### src/rtl/sp_ram_pkg.sv
// Shared types and mode constants for the sp_ram_ctl slice.
package sp_ram_pkg;

  typedef enum logic {
    ST_CLEAR = 1'b0,
    ST_IDLE  = 1'b1
  } state_e;

  localparam int WR_RESP_NONE       = 0;
  localparam int WR_RESP_READ_FIRST = 1;

endpackage

### src/rtl/sp_ram_array.sv
// Single-port storage with per-lane write enables and a registered, read-first read port.
module sp_ram_array #(
  parameter int DATA_W = 8,
  parameter int ADDR_W = 6,
  parameter int DEPTH  = 64,
  parameter int LANE_W = 8
) (
  input  logic                       clk,
  input  logic                       rst_n,
  input  logic                       we,
  input  logic [DATA_W/LANE_W-1:0]   lane_en,
  input  logic                       re,
  input  logic [ADDR_W-1:0]          addr,
  input  logic [DATA_W-1:0]          wdata,
  output logic [DATA_W-1:0]          rdata
);

  localparam int NL = DATA_W / LANE_W;

  logic [DATA_W-1:0] mem [DEPTH];

  // Storage itself is never reset; only the clear sweep and writes define it.
  always_ff @(posedge clk) begin
    if (we) begin
      for (int i = 0; i < NL; i++) begin
        if (lane_en[i]) begin
          mem[addr][i*LANE_W +: LANE_W] <= wdata[i*LANE_W +: LANE_W];
        end
      end
    end
  end

  always_ff @(posedge clk or negedge rst_n) begin
    if (!rst_n) begin
      rdata <= '0;
    end else if (re) begin
      rdata <= mem[addr];
    end
  end

endmodule

### src/rtl/sp_ram_ctl.sv
// Single-port RAM controller: clear sweep FSM, request handshake, range check
// and optional output register around sp_ram_array.
module sp_ram_ctl #(
  parameter int                DATA_W   = 8,
  parameter int                ADDR_W   = 6,
  parameter int                DEPTH    = 64,
  parameter int                LANE_W   = 8,
  parameter logic [DATA_W-1:0] INIT_VAL = '0,
  parameter int                OUT_REG  = 0,
  parameter int                WR_RESP  = 0
) (
  input  logic                     clk,
  input  logic                     rst_n,
  input  logic                     clr_req,
  input  logic                     req_valid,
  output logic                     req_ready,
  input  logic                     we,
  input  logic [DATA_W/LANE_W-1:0] be,
  input  logic [ADDR_W-1:0]        addr,
  input  logic [DATA_W-1:0]        data,
  output logic [DATA_W-1:0]        q,
  output logic                     rd_valid,
  output logic                     busy
);

  import sp_ram_pkg::*;

  localparam int                NL        = DATA_W / LANE_W;
  localparam logic [ADDR_W-1:0] LAST      = ADDR_W'(DEPTH - 1);
  localparam logic [ADDR_W:0]   DEPTH_EXT = (ADDR_W + 1)'(DEPTH);

  state_e            state;
  logic [ADDR_W-1:0] ptr;

  logic              accept;
  logic              in_range;
  logic              resp;

  logic              arr_we;
  logic              arr_re;
  logic [NL-1:0]     arr_lanes;
  logic [ADDR_W-1:0] arr_addr;
  logic [DATA_W-1:0] arr_wdata;
  logic [DATA_W-1:0] arr_rdata;

  logic              v1;
  logic              zero1;
  logic [DATA_W-1:0] q1;

  // Handshake: a request transfers on a cycle where req_valid && req_ready.
  // req_ready depends only on state and clr_req; the master must hold its
  // request (valid and payload) stable until it transfers.
  assign req_ready = (state == ST_IDLE) && !clr_req;
  assign busy      = (state == ST_CLEAR);
  assign accept    = req_valid && req_ready;
  assign in_range  = ({1'b0, addr} < DEPTH_EXT);
  assign resp      = accept && (!we || (WR_RESP != WR_RESP_NONE));

  always_comb begin
    arr_we    = 1'b0;
    arr_re    = 1'b0;
    arr_lanes = '0;
    arr_addr  = addr;
    arr_wdata = data;
    if (state == ST_CLEAR) begin
      arr_we    = 1'b1;
      arr_lanes = '1;
      arr_addr  = ptr;
      arr_wdata = INIT_VAL;
    end else begin
      arr_we    = accept && we && in_range;
      arr_lanes = be;
      arr_re    = resp && in_range;
    end
  end

  always_ff @(posedge clk or negedge rst_n) begin
    if (!rst_n) begin
      state <= ST_CLEAR;
      ptr   <= '0;
    end else begin
      case (state)
        ST_CLEAR: begin
          if (clr_req) begin
            ptr <= '0;
          end else if (ptr == LAST) begin
            state <= ST_IDLE;
          end else begin
            ptr <= ptr + 1'b1;
          end
        end
        ST_IDLE: begin
          if (clr_req) begin
            state <= ST_CLEAR;
            ptr   <= '0;
          end
        end
        default: state <= ST_CLEAR;
      endcase
    end
  end

  sp_ram_array #(
    .DATA_W (DATA_W),
    .ADDR_W (ADDR_W),
    .DEPTH  (DEPTH),
    .LANE_W (LANE_W)
  ) u_array (
    .clk     (clk),
    .rst_n   (rst_n),
    .we      (arr_we),
    .lane_en (arr_lanes),
    .re      (arr_re),
    .addr    (arr_addr),
    .wdata   (arr_wdata),
    .rdata   (arr_rdata)
  );

  // zero1 only moves with a returning response so q holds between pulses.
  always_ff @(posedge clk or negedge rst_n) begin
    if (!rst_n) begin
      v1    <= 1'b0;
      zero1 <= 1'b0;
    end else begin
      v1 <= resp;
      if (resp) begin
        zero1 <= !in_range;
      end
    end
  end

  assign q1 = zero1 ? '0 : arr_rdata;

  generate
    if (OUT_REG != 0) begin : g_oreg
      logic              v2;
      logic [DATA_W-1:0] q2;
      always_ff @(posedge clk or negedge rst_n) begin
        if (!rst_n) begin
          v2 <= 1'b0;
          q2 <= '0;
        end else begin
          v2 <= v1;
          if (v1) begin
            q2 <= q1;
          end
        end
      end
      assign rd_valid = v2;
      assign q        = q2;
    end else begin : g_noreg
      assign rd_valid = v1;
      assign q        = q1;
    end
  endgenerate

endmodule
### config.mk
export PLATFORM = sky130hd
export DESIGN_NAME = sp_ram_ctl
export DESIGN_NICKNAME = d
export VERILOG_FILES = /design/src/rtl/sp_ram_pkg.sv /design/src/rtl/sp_ram_array.sv /design/src/rtl/sp_ram_ctl.sv
export SDC_FILE = /design/constraint.sdc
export NUM_CORES = 1
export LEC_CHECK = 0
export BUFFER_PORTS_ARGS = -buffer_cell sky130_fd_sc_hd__buf_2
export CORE_MARGIN = 4
export CORE_UTILIZATION = 55
export DETAILED_ROUTE_END_ITERATION = 16
export PLACE_DENSITY = 0.75
export SETUP_SLACK_MARGIN = 0.4
export SLEW_MARGIN = 20
export SYNTH_ARGS = -nofsm -noshare
export SYNTH_HDL_FRONTEND = slang
export SYNTH_SLANG_ARGS = --single-unit
### constraint.sdc
create_clock -name clk -period 4.5 [get_ports clk]
set_clock_uncertainty 0.1 [all_clocks]
set_input_delay 0.45 -clock clk [delete_from_list [all_inputs] [get_ports clk]]
set_output_delay 0.45 -clock clk [all_outputs]
set_load 0.05 [all_outputs]
# Word level (Yosys, flattened, before mapping)
# Memories as Yosys holds them, arrays and structs flattened. A register that Yosys moved wholly into a read port is not among the register bits.
# Index checks and enable logic that the tools add are counted.
[word_totals]
register_bits = 8
ramBits = 512
out_inout_bits = 11
wordCells = 33
mem_count = 1
[classes]
add_sub_neg = 1
eq_ne = 3
n_mux = 16
n_bitwise = 1
n_reduce_logical = 8
[memory_table]
columns = ["memory", "words", "word_bits", "rd", "rd_clocked_by_memory_dff", "wr", "line_no", "text"]
rows = [
  ["u_array.mem", 64, 8, 1, 1, 1, "sp_ram_array.sv:20", "logic [DATA_W-1:0] mem [DEPTH];"],
]
[op_table]
columns = ["op", "count"]
rows = [
  ["6-bit 2-to-1 mux", 4],
  ["6-bit one-hot mux with 2 select lines", 1],
  ["1-bit 2-to-1 mux", 9],
  ["8-bit 2-to-1 mux", 1],
  ["6-bit by 1-bit adder with 6-bit output, second input constant", 1],
  ["6-bit == test, second input constant", 1],
  ["1-bit logical AND", 4],
  ["1-bit zero test", 3],
  ["3-bit != test, second input constant", 1],
  ["2-bit != test, second input constant", 1],
  ["1-bit one-hot mux with 2 select lines", 1],
  ["2-bit AND reduction", 1],
  ["1-bit inverter", 1],
]

# Logic depth before layout (Yosys ltp)
[depth]
depth_word = 7
mapped_depth = 11
depth_no_buf = 6

# Modules after synthesis
# A second synthesis with hierarchy kept.
[hier_totals]
cells_unflattened = 1182
hier_area_um2 = 20992.6
[by_module_without_submodules]
columns = ["mod", "instances", "cells_per_inst", "area_each_um2", "seq_area_each_um2"]
rows = [
  ["sp_ram_array", 1, 1118, 20407.1, 15574.9],
  ["sp_ram_ctl", 1, 64, 585.6, 200.2],
]

# Least setup slack after synthesis
# OpenSTA, ideal clock, no wires.
[synth_path]
path_type = "input-to-reg"
startpoint = "input port addr[2]"
endpoint = "memory u_array.mem[10][0], enable pin"
arrival_time_ns = 2.288
slack_ns = 1.742
path_stages = 7
n_path_buf = 3
path_cell_list = "buf_4 nor4bb_1 or2_2 buf_4 buf_2 nand2_1 nor2_1"
[synth_via]
elab_chain_len = 1
[synth_rtl]
columns = ["item", "line_no", "text"]
rows = [
  ["from (decl)", "sp_ram_ctl.sv:19", "input logic [ADDR_W-1:0] addr,"],
  ["6-bit 2-to-1 mux", "sp_ram_ctl.sv:65", "if (state == ST_CLEAR) begin"],
  ["to (decl)", "sp_ram_array.sv:20", ""],
]
# Every way passes these cells.

# Worst setup path in the final report
[layout_path]
startpoint = "register state"
endpoint = "memory u_array.mem[62][2], enable pin"
[layout_via]
elab_chain_len = 6
[layout_rtl]
columns = ["item", "line_no", "text"]
rows = [
  ["from (decl)", "sp_ram_ctl.sv:32", "state_e state;"],
  ["from (signal assigned)", "sp_ram_ctl.sv:79", "state <= ST_CLEAR;"],
  ["from (signal assigned)", "sp_ram_ctl.sv:87", "state <= ST_IDLE;"],
  ["from (signal assigned)", "sp_ram_ctl.sv:94", "state <= ST_CLEAR;"],
  ["1-bit logical AND", "sp_ram_ctl.sv:53", "assign req_ready = (state == ST_IDLE) && !clr_req;"],
  ["1-bit logical AND", "sp_ram_ctl.sv:55", "assign accept = req_valid && req_ready;"],
  ["1-bit logical AND", "sp_ram_ctl.sv:71", "arr_we = accept && we && in_range;"],
  ["1-bit 2-to-1 mux", "sp_ram_ctl.sv:65", ""],
  ["1-bit 2-to-1 mux", "sp_ram_array.sv:24", "if (we) begin"],
  ["1-bit 2-to-1 mux (implied by the code)", "sp_ram_array.sv:27", "mem[addr][i*LANE_W +: LANE_W] <= wdata[i*LANE_W +: LANE_W];"],
]
# Several ways; a longest one is shown, not always the timed one.

==> results.json <==
{
  "final_nets": 1381,
  "drtAntennaViolNets": 0,
  "end_kind": "flop",
  "peakVddDrop_v": 0.000240,
  "core_area_um2": 36800,
  "p_total_mw": 9.87,
  "finalCritPeriodShare": 0.854,
  "yosysWarnings": 0,
  "fmax_mhz": 260,
  "synthTopCellsByCount": "edfxtp_1 (512), o21ai_0 (96), mux2i_1 (81)",
  "crit_path_start": "state",
  "die_h_um": 202,
  "cts_root_buf": "clkbuf_16",
  "synth_cells": 1278,
  "grt_pass1_vias": 12600,
  "grt_max_degree": 65,
  "io_buffer_count": 30,
  "gr-usage-all-layers": 0.271,
  "cts_tree": "done",
  "min_period_ns": 3.84,
  "synth_edf_count": 512,
  "area_growth_pct": 12.2,
  "dieArea_um2": 40700,
  "yosysMostFrequentCell": "edfxtp_1",
  "placed_cells": 1776,
  "relSlewSlack": 0.302,
  "critPathTopFamily": "simple AND/OR/NAND/NOR gates",
  "clkLatencyLatePin_ns": 0.58,
  "crit_slowest_cell": "nor2_1",
  "hpwl_um": 34100,
  "grt_pass1_wl_um": 82500,
  "antenna_cells": 0,
  "gp_congestion": 0.899,
  "power.leakage_nw": 7.91,
  "placementRows": 70,
  "first_pass_iters": 6,
  "hold_class": "in -> reg",
  "drive_gt1_frac": 0.151,
  "crit_path_max_fanout": 27,
  "hold_violations": 0,
  "routed-via-count": 12900,
  "synth_nets": 1299,
  "path_clk_slew_ns": 0.06,
  "wirelength_um": 55800,
  "overflow": 0,
  "fin_setup_tns_ns": 0,
  "p_per_area_nw_per_um2": 426,
  "finalSetupViolCount": 0,
  "yosysUniqueCellTypes": 68,
  "utilization": 0.630,
  "postCtsResizedCells": 0,
  "synthArstFlopShare": 0.0303,
  "ys_seq_area_frac": 0.764,
  "cp.required_ns": 4.59,
  "synthTopCellsByArea": "edfxtp_1 (74%), mux2i_1 (3.9%), a22oi_1 (2.6%)",
  "r2r_start": "state",
  "ctsHoldBuffers": 1,
  "postCtsSetupBuffers": 0,
  "synth-main-ff-cell": "edfxtp_1",
  "cts_buffers": 49,
  "synth_area_per_cell_um2": 16.2,
  "vias_per_cell": 6.90,
  "crit_path_start_kind": "flop",
  "wl_per_cell_um": 29.9,
  "drt_iter0_markers": 1953,
  "run_status": "finished clean",
  "syn_area_um2": 20600,
  "crit_arrival_ns": 3.93,
  "maxCapViolations": 0,
  "rsz0062_at_grt": "false",
  "clockBufferDepth": 3,
  "holdWs_ns": 0.116,
  "die_w_um": 202,
  "path_buf_inv": 0,
  "path_class": "reg -> reg",
  "synth_top_area_frac": 0.745,
  "max_slew.worst_pin.slew_ns": 1.05,
  "ios": 31,
  "antenna_found_initial": 1,
  "drv_slew": 0,
  "ys_seq_elements": 528,
  "cts-htree-levels": 2,
  "min-delay-start": "clr_req",
  "fin_cells": 1868,
  "cp_cell_sequence": "nor4bb_1 > or2_1 > nand2_1 > nor2_1",
  "start_util": 0.561,
  "yosysTopAreaCell": "edfxtp_1",
  "cts_sinks": 528,
  "slowest_delay_ns": 0.85,
  "drc": 0
}
kinds of logic (layout without fill, tap and decap cells):
family / Yosys count / after routing / synth area share
DFF: 528 / 528 / 0.764
AOI/OAI and AO/OA: 339 / 339 / 0.112
muxes: 90 / 90 / 0.0444
and+or+nand+nor: 234 / 234 / 0.0575
buffers and inverters: 84 / 206 / 0.0206
xor gates and xnor gates: 2 / 2 / 0.000849
adders and majority gates: 1 / 1 / 0.000606
cells in the final DEF (no fill, tap or decap), drive strengths merged, types with 6 or more instances in the layout:
cell | Yosys | final
a22o | 16 | 16
and3 | 6 | 6
o22ai | 41 | 41
nand2 | 63 | 63
mux2i | 81 | 81
a22oi | 71 | 71
dfrtp | 16 | 16
nor4bb | 6 | 6
nor2 | 75 | 75
or2 | 14 | 14
mux2 | 9 | 9
o32a | 6 | 6
a21oi | 30 | 30
edfxtp | 512 | 512
clkbuf | 38 | 67
and2 | 11 | 11
o21ai | 96 | 96
a41o | 9 | 9
nor3 | 7 | 7
a41oi | 7 | 7
nor4 | 8 | 8
a222oi | 13 | 13
buf | 43 | 111
clkinv | 0 | 18
a31oi | 13 | 13
nand4 | 14 | 14
where the power goes:
part / internal, mW / total [mW] / switching (mW)
registers: 5.35 / 5.37 / 0.0273
logic: 0.172 / 0.544 / 0.372
clock network: 2.20 / 3.95 / 1.75
area by class of cell:
class                   instances  area (um^2)
inverters                       3         11.3
clock inverters                24          179
multi-input cells             666         4480
clock buffers                  67         1340
fillers                      2518        13600
flip-flops and latches        528        15800
repair buffers                112          793
well taps                     468          586
worst paths after layout:
kind,end,slack (ns),depth (start not counted)
worst max-delay path,u_array.mem[62][2],0.66,4
worst min-delay path,ptr[0],0.12,2
min in group asynchronous,u_array.rdata[1],0.27,2
worst max register to register,u_array.mem[62][2],0.66,4
max in group asynchronous,u_array.rdata[7],3.68,2
worst min register to register,u_array.rdata[7],0.52,1
stage by stage:
stage,cell area [um^2],setup slack [ns]
4_1_cts,23200,0.786
3_5_place_dp,21600,0.793
6_report,23200,0.657
2_1_floorplan,20600,1.74
5_1_grt,23200,0.529
3_3_place_gp,21600,0.911
layer usage:
layer | share of wire | vias to the layer above | global-route usage
li1 | - | 5317 | -
met1 | 0.36 | 6408 | 0.373
met2 | 0.47 | 1017 | 0.421
met3 | 0.13 | 149 | 0.0704
met4 | 0.038 | 2 | 0.104
met5 | 0.00023 | - | 0
state kept, by name, summed over array words and instances (netlist names):
name and count:
rd_valid 1, state 1, u_array.rdata 8, ptr 6
u_array.mem 512
Note: power is estimated with default switching activity, not from simulation.
